[src/rtl/branch_resolve_unit.sv]
// branch_resolve_unit: resolves EX branches against fetch predictions, issues redirects and owns the 2-bit PHT
module branch_resolve_unit #(
  parameter int IDX_BITS = 6,
  parameter logic [1:0] INIT_STATE = 2'b01
) (
  input  logic        clk,
  input  logic        reset,
  input  logic        ex_valid,
  input  logic        ex_is_branch,
  input  logic [31:0] ex_pc,
  input  logic        ex_taken,
  input  logic [31:0] ex_target,
  input  logic        ex_pred_taken,
  input  logic [31:0] ex_pred_target,
  output logic        redirect_valid,
  output logic [31:0] redirect_pc,
  input  logic [31:0] lookup_pc,
  output logic [1:0]  lookup_state,
  output logic [31:0] br_count,
  output logic [31:0] mispred_count
);
  localparam int ENTRIES = 2 ** IDX_BITS;
  logic [1:0] pht [ENTRIES];
  logic accept, mispredict;
  logic [IDX_BITS-1:0] idx;
  logic [1:0] cur, nxt;
  // an event arriving while a redirect is in flight is wrong-path and ignored
  always_comb begin
    accept = ex_valid && !redirect_valid;
    mispredict = accept && (ex_is_branch ? (ex_pred_taken != ex_taken) || (ex_taken && ex_pred_target != ex_target) : ex_pred_taken);
    idx = ex_pc[IDX_BITS+1:2];
    cur = pht[idx];
    nxt = ex_taken ? (cur == 2'b11 ? cur : cur + 2'b01) : (cur == 2'b00 ? cur : cur - 2'b01);
  end
  assign lookup_state = pht[lookup_pc[IDX_BITS+1:2]];
  always_ff @(posedge clk) begin
    if (reset) begin
      for (int i = 0; i < ENTRIES; i++) pht[i] <= INIT_STATE;
      redirect_valid <= 1'b0;
      redirect_pc <= '0;
      br_count <= '0;
      mispred_count <= '0;
    end else begin
      redirect_valid <= mispredict;
      if (mispredict) redirect_pc <= (ex_is_branch && ex_taken) ? ex_target : ex_pc + 32'd4;
      if (accept && ex_is_branch) begin
        pht[idx] <= nxt;
        if (br_count != '1) br_count <= br_count + 32'd1;
      end
      if (mispredict && mispred_count != '1) mispred_count <= mispred_count + 32'd1;
    end
  end
endmodule

[config.mk]
export PLATFORM = sky130hd
export DESIGN_NAME = branch_resolve_unit
export DESIGN_NICKNAME = d
export VERILOG_FILES = /design/src/rtl/branch_resolve_unit.sv
export SDC_FILE = /design/constraint.sdc
export NUM_CORES = 1
export LEC_CHECK = 0
export ABC_AREA = 1
export CAP_MARGIN = 10
export CORE_MARGIN = 2
export CORE_UTILIZATION = 28
export DETAILED_ROUTE_END_ITERATION = 16
export GPL_TIMING_DRIVEN = 0
export PLACE_DENSITY_LB_ADDON = 0.08
export SETUP_SLACK_MARGIN = 0.02
export SLEW_MARGIN = 20
export SYNTH_ARGS = -nofsm -noshare
export SYNTH_HDL_FRONTEND = slang
export SYNTH_SLANG_ARGS = --single-unit
[constraint.sdc]
create_clock -name clk -period 2.4 [get_ports clk]
set_clock_uncertainty 0.1 [all_clocks]
set_input_delay 0.36 -clock clk [delete_from_list [all_inputs] [get_ports clk]]
set_output_delay 0.36 -clock clk [all_outputs]
set_load 0.01 [all_outputs]
==> Yosys cells after proc, flatten, opt, wreduce, memory -nomap -nowiden <==
Memories as Yosys holds them, arrays and structs flattened.
Cells that the tools add are included.
{ "totals": {"ff_bits": 97, "ramBits": 128, "input_bits": 134, "out_inout_bits": 99, "wordCells": 39, "mem_count": 1} }
{ "mem_list": {"columns": ["memory", "words", "width", "rd", "rd_clocked_by_memory_dff", "write_ports", "line_no", "rtl"], "rows": [
  ["pht", 64, 2, 2, 0, 64, "23", "logic [1:0] pht [ENTRIES];"]
]} }
{ "classes": {"add_sub_neg": 5, "eq_ne": 5, "n_mux": 13, "n_reduce_logical": 11} }
{ "op_table": {"columns": ["op", "count"], "rows": [
  ["$add A32 B1 Y32 const B", 2],
  ["$ne A32 B32 Y1 const B", 2],
  ["$add A32 B3 Y32 const B", 1],
  ["$mux W32", 1],
  ["$ne A32 B32 Y1", 1],
  ["$mux W2", 4],
  ["$mux W1", 7],
  ["$logic_and A1 B1 Y1", 6],
  ["$mux W6", 1],
  ["$add A2 B1 Y2 const B", 1],
  ["$eq A2 B2 Y1 const B", 1],
  ["$logic_not A2 Y1", 1],
  ["$reduce_and A2 Y1", 1],
  ["$reduce_or A2 Y1", 1],
  ["$sub A2 B1 Y2 const B", 1],
  ["$logic_not A1 Y1", 1],
  ["$logic_or A1 B1 Y1", 1],
  ["$ne A1 B1 Y1", 1]
]} }

==> Longest topological paths before layout <==
{ "depth": {"depth_word": 8, "ltp_mapped": 17, "mapped_depth_nobuf": 15} }

==> Worst setup path after synthesis <==
OpenSTA, ideal clock, no wires.
{ "synth_path": {"kind": "in2reg", "start": "in ex_pc[2]", "end": "mem pht[9][0] (data pin)", "setup_ns": 0.266, "arrival_ns": 1.682, "required_time_ns": 2.034, "slack_ns": 0.351, "stages": 15, "n_path_buf": 3, "path_cell_list": "buf_4 buf_4 nand2_1 nand2_1 nand2_1 nand2_1 nand2_1 nand2_1 nand2_1 nand2_1 nor2_1 nand3b_1 nand2_2 buf_4 nand3_1"} }
{ "synth_lines": {"columns": ["item", "line_no", "rtl"], "rows": [
  ["start, declared", "10", "input logic [31:0] ex_pc,"],
  ["end, declared", "23", null]
]} }

==> flow_summary.toml <==
[die]
dieWidth_um = 234
dieHeight_um = 234
dieArea_um2 = 54700
initial_core_util_pct = 28.2
io_pins = 233
core_area_um2 = 52400
rows = 84

[synth]
syn_nets = 2403
ys_seq_elements = 225
synth-seq-area-share_pct = 39.1
synthCells = 2266
synth.avg_cell_area_um2 = 6.53
synth-xor-area-share_pct = 3.49
yosysUniqueCellTypes = 40
yosys.area_share.simple_pct = 39.0
synth_area_leader_cell = "edfxtp_1"
synthArstFlopShare_pct = 0
synth_top_flop_cell = "edfxtp_1"
syn_area_um2 = 14800
synth.top_cell.area_share_pct = 26.0
synthMuxAreaShare_pct = 0
yosys_warnings = 0
synth-compound-area-share_pct = 9.08
synthAdderAreaFrac_pct = 0.254
synth_edf_count = 128
synth_top_family_by_area = "simple AND/OR/NAND/NOR gates"
synthTopCellsByArea = "edfxtp_1, nand2_1, dfxtp_1"

[timing]
fmax_mhz = 389
slew-limit-headroom_pct = 25.0
setup_viol = 2
fin_ws_ns = -0.174
layout_min_cycle_time_ns = 2.57
period_share_pct = 107
worst_slew_pin_slew_ns = 1.12
finalHoldViolations = 0
report.final.slew_viol_count = 0
rsz0062_at_grt = "true"

[final_layout]
drive_above_1_share_pct = 8.84
syn2layout_area_growth_pct = 30.5
utilization_pct = 36.8
fin_nets = 2659
final_common_cell = "nand2_1"
mostFrequentLayoutCells = "nand2_1, nor2_1, clkdlybuf4s50_1"

[worst_setup_path]
required_ns = 1.94
crit_type = "flip-flop to output port"
path_delay_family = "compound AO/OA/AOI/OAI gates"
crit_fanout = 2
worst-path-buf-inv = 1
crit_slowest_cell = "edfxtp_1"
reg2reg_slack_ns = 0.13
worstPathArrival_ns = 2.11
max_stage_delay_ns = 0.43
reg2reg_from = "pht[41][1]$_SDFFCE_PN0P_"
path_cells = "o21ai_1 -> o22ai_1 -> o211ai_1 -> nand3_1 -> nand3_2 -> nand2_2 -> buf_6"
start_kind = "flip-flop"
critPathCaptureType = "output port"
crit_start = "pht[50][0]$_SDFFCE_PN1P_"

[grt]
grt_start_max_net_pins = 20
grt_pass1_wl_um = 102000
grt_overflow = 0
track_usage_pct = 25.4
grt_pass1_vias = 15500
grt_antenna_before_repair = 1

[placement]
place_congestion = 0.943
numPortBuffers = 201
post-dp-hpwl_um = 52100

[drt]
drcViolationCount = 0
final_antenna_net_count = 0
vias = 16200
routed_via_density = 5.02
drt_first_pass_iters = 6
first_iter_violations = 1476
routed_wirelength_um = 70800
wl_per_cell_um = 21.9

[power_and_ir_drop]
pwr_density_cell_nw_per_um2 = 532
vdd.ir_drop.worst_mv = 0.610
p_total_w = 0.0103
leakagePower_nw = 7.36

[cts]
cts.path.max_buffers = 3
h-tree-depth = 1
root_buffer = "clkbuf_16"
cts_tree = "done"
clkLatencyLatePin_ns = 0.60
clk_pin_slew_ns = 0.06
cts_sinks = 225
cts_buffers = 29

[run]
maxCapViolations = 0

[run_status]
violations = "negative setup slack"
status = "complete, but fails checks"

[min_path]
hold_path.startpoint = "ex_pc[6]"
min_path_type = "input port to flip-flop"
## sequential cells by signal, indices dropped and copies added, names as in the netlist
signal          cells
redirect_valid      1
pht               128
mispred_count      32
br_count           32
redirect_pc        32
## final timing paths
| check | end | cells past startpoint |
|---|---|---|
| setup / recovery | lookup_state[0] | 7 |
| hold / removal | redirect_pc[6]$_SDFFE_PP0P_ | 5 |
| setup reg to reg | pht[61][0]$_SDFFCE_PN1P_ | 14 |
| hold reg to reg | redirect_pc[25]$_SDFFE_PP0P_ | 2 |
## per-layer routing
metal | up-vias | wire length [um] | track usage (%)
met4 | 2 | 2580 | 8.68
met2 | 610 | 32800 | 41.4
met1 | 7672 | 31000 | 34.3
met5 | - | 16 | 0
met3 | 147 | 4390 | 3.62
li1 | 7817 | - | -
## power by group
group / switching, W / internal (W)
Clock: 0.00186 / 0.00223
Sequential: 0.0000646 / 0.00416
Combinational: 0.00126 / 0.000710
Total: 0.00319 / 0.00710
## worst reg2reg max path, delay by kind of cell, from the launching register on
| family | cells | cell delay, ns |
|---|---|---|
| buf+inv | 2 | 0.26 |
| simple gates | 12 | 1.22 |
| flops | 1 | 0.41 |
## synthesized netlist by cell type, types with 2 or more instances
cell / number
nor3_1: 63
nand3_1: 120
o22ai_1: 24
buf_6: 6
nand2_1: 781
inv_2: 10
buf_1: 11
o21ai_0: 110
nand4_1: 55
buf_2: 32
nand3b_1: 12
nor2_2: 2
o21ai_1: 5
o221ai_1: 8
clkinv_1: 2
nor3b_1: 3
ha_1: 3
dfxtp_1: 97
o211ai_1: 11
a31oi_1: 2
nand2_2: 2
clkbuf_1: 56
a21oi_1: 81
nor2_1: 357
inv_1: 194
xor2_1: 35
buf_4: 12
xnor2_1: 24
or2_2: 9
edfxtp_1: 128
a22oi_1: 2
## final cells by class
type	count	area, um2
Sequential cell	225	5790
Clock inverter	17	106
Antenna cell	1	2.50
Multi-Input combinational cell	1719	7890
Clock buffer	37	756
Fill cell	5634	33100
Buffer	116	893
Inverter	206	800
Timing Repair Buffer	225	2220
Tap cell	688	861
## timing repair
action	in CTS	in global routing
endpoints found under the setup margin	307	290
buffers inserted	19	4
gates cloned	2	0
gates resized for setup	137	68
hold buffers	0	0
pin swaps	21	14
## cell families after synthesis
group / count (synthesis)
DFF: 225
AOI/OAI and AO/OA: 247
adders and majority gates: 3
and+or+nand+nor: 1409
xor gates and xnor gates: 59
buffers and inverters: 323
## through the flow
step | TNS (ns) | std cells | worst slack (ns) | hold WS [ns] | instance area, um2
2_1_floorplan | 0 | 2266 | 0.351 | 0.388 | 14800
3_3_place_gp | -311.75 | 3155 | -1.76 | 0.354 | 17700
3_5_place_dp | -305.02 | 3155 | -1.73 | 0.358 | 17700
4_1_cts | -0.313 | 3229 | -0.159 | 0.195 | 19100
5_1_grt | -0.424 | 3233 | -0.247 | 0.276 | 19300
6_report | -0.273 | 3234 | -0.174 | 0.246 | 19300
Power figures use the tool's default switching activity.
==> patch, RTL diff (same flow settings) <==
Make the reset (`reset`) asynchronous in one clocked block.
--- a/src/rtl/branch_resolve_unit.sv
+++ b/src/rtl/branch_resolve_unit.sv
@@ -35,3 +35,3 @@
   assign lookup_state = pht[lookup_pc[IDX_BITS+1:2]];
-  always_ff @(posedge clk) begin
+  always_ff @(posedge clk or posedge reset) begin
     if (reset) begin
Function: differs if reset is asserted again (counterexample within 4 cycles, from zero or initial values and one cycle with reset high); with reset held inactive, the same outputs for 4 cycles.
==> patch against the unedited design <==
Total power is 9.7% higher; setup slack improved by 0.021 ns; critical path type unchanged; the run still ends with negative setup slack left; combinational power up 30%; clock power is 3% higher; cell count fell by 0.34%; non-clock buffer count shrank 18; final area grew 0.21%; sequential cell count unchanged; routed wire length is 6.9% lower; synthesized area hardly changed; sequential share of layout area decreased by 0.45 points; worst hold slack got worse by 0.19 ns.
==> patch: results (changes against the unedited design) <==
metric,value,unit,change
p_leak,8.824,nW,+20%
totalWireLength,65880,microns,-6.9%
dpl-instance-area,17860,sq um,+1.1%
io_buffer_count,202,,+0.50%
outcome,"complete, but fails checks",,
worst_slew_pin_slew,0.9638,ns,-0.1610 ns
grt_pass1_wl,97320,microns,-4.9%
syn-num-nets,2384,,-0.79%
fin_ws,-0.1530,ns,+0.02084 ns
met3WireLength,4632,microns,+5.5%
place_hpwl,48130,microns,-7.6%
cp.arrival,2.09,ns,-0.02 ns
synth_compound_area_share,8.885,%,-0.19 points
worst_path_max_delay_cell,dfrtp_1,,
violations,negative setup slack,,
wl_met2,29640,microns,-9.8%
p_sw_share,32.47,%,+1.5 points
antenna_found_initial,0,,-1
post_synth_mux_area_share,0.4054,%,+0.41 points
final_layout_size_suffix_gt1_share,11.68,%,+2.8 points
track_usage,23.69,%,-1.7 points
setup_viol,2,,unchanged
synth_xor_area_share,5.262,%,+1.8 points
viasPerCell,4.955,,-1.4%
hp-class,in -> async,,
==> patch: cells by family (layout without fill, tap and decap cells) <==
family          Yosys count  count (layout)
simple gates           1349            1350
buf+inv                 341             627
compound gates          234             234
flops                   225             225
xor+xnor                 89              89
mux                       6               6
fa+ha+maj                 3               3
other cells               0               1
==> patch: worst paths after layout <==
| check | start | end | slack, ns | cells past startpoint |
|---|---|---|---|---|
| setup reg to reg | redirect_valid$_DFF_PP0_ | pht[103]$_DFFE_PP0P_ | 0.12 | 7 |
| max in group asynchronous | reset | pht[64]$_DFFE_PP1P_ | 0.94 | 6 |
| hold / removal | reset | pht[85]$_DFFE_PP0P_ | 0.06 | 2 |
| min in group clk | ex_pc[6] | redirect_pc[6]$_DFFE_PP0P_ | 0.27 | 6 |
| setup / recovery | pht[109]$_DFFE_PP0P_ | lookup_state[1] | -0.15 | 9 |
| hold reg to reg | redirect_pc[23]$_DFFE_PP0P_ | redirect_pc[23]$_DFFE_PP0P_ | 0.38 | 2 |
==> patch: power by group through the flow <==
stage / sequential (mW) / combinational (mW) / clock, mW
6_report: 4.51 / 2.57 / 4.20
5_1_grt: 4.55 / 2.79 / 4.49
3_3_place_gp: 4.56 / 2.36 / 0
2_1_floorplan: 4.53 / 1.12 / 0
3_5_place_dp: 4.56 / 2.40 / 0
4_1_cts: 4.50 / 2.51 / 4.35
==> patch: layout make-up <==
class / count / area (sq um) / area share [%]
well taps: 688 / 860.8 / 4.446
clock inverters: 8 / 76.32 / 0.3942
diodes: 1 / 2.502 / 0.01292
clock buffers: 44 / 800.8 / 4.136
flip-flops and latches: 225 / 5717 / 29.53
inverters: 252 / 960.9 / 4.963
repair buffers: 234 / 2371 / 12.25
multi-input cells: 1682 / 7959 / 41.11
plain buffers: 89 / 614.3 / 3.173
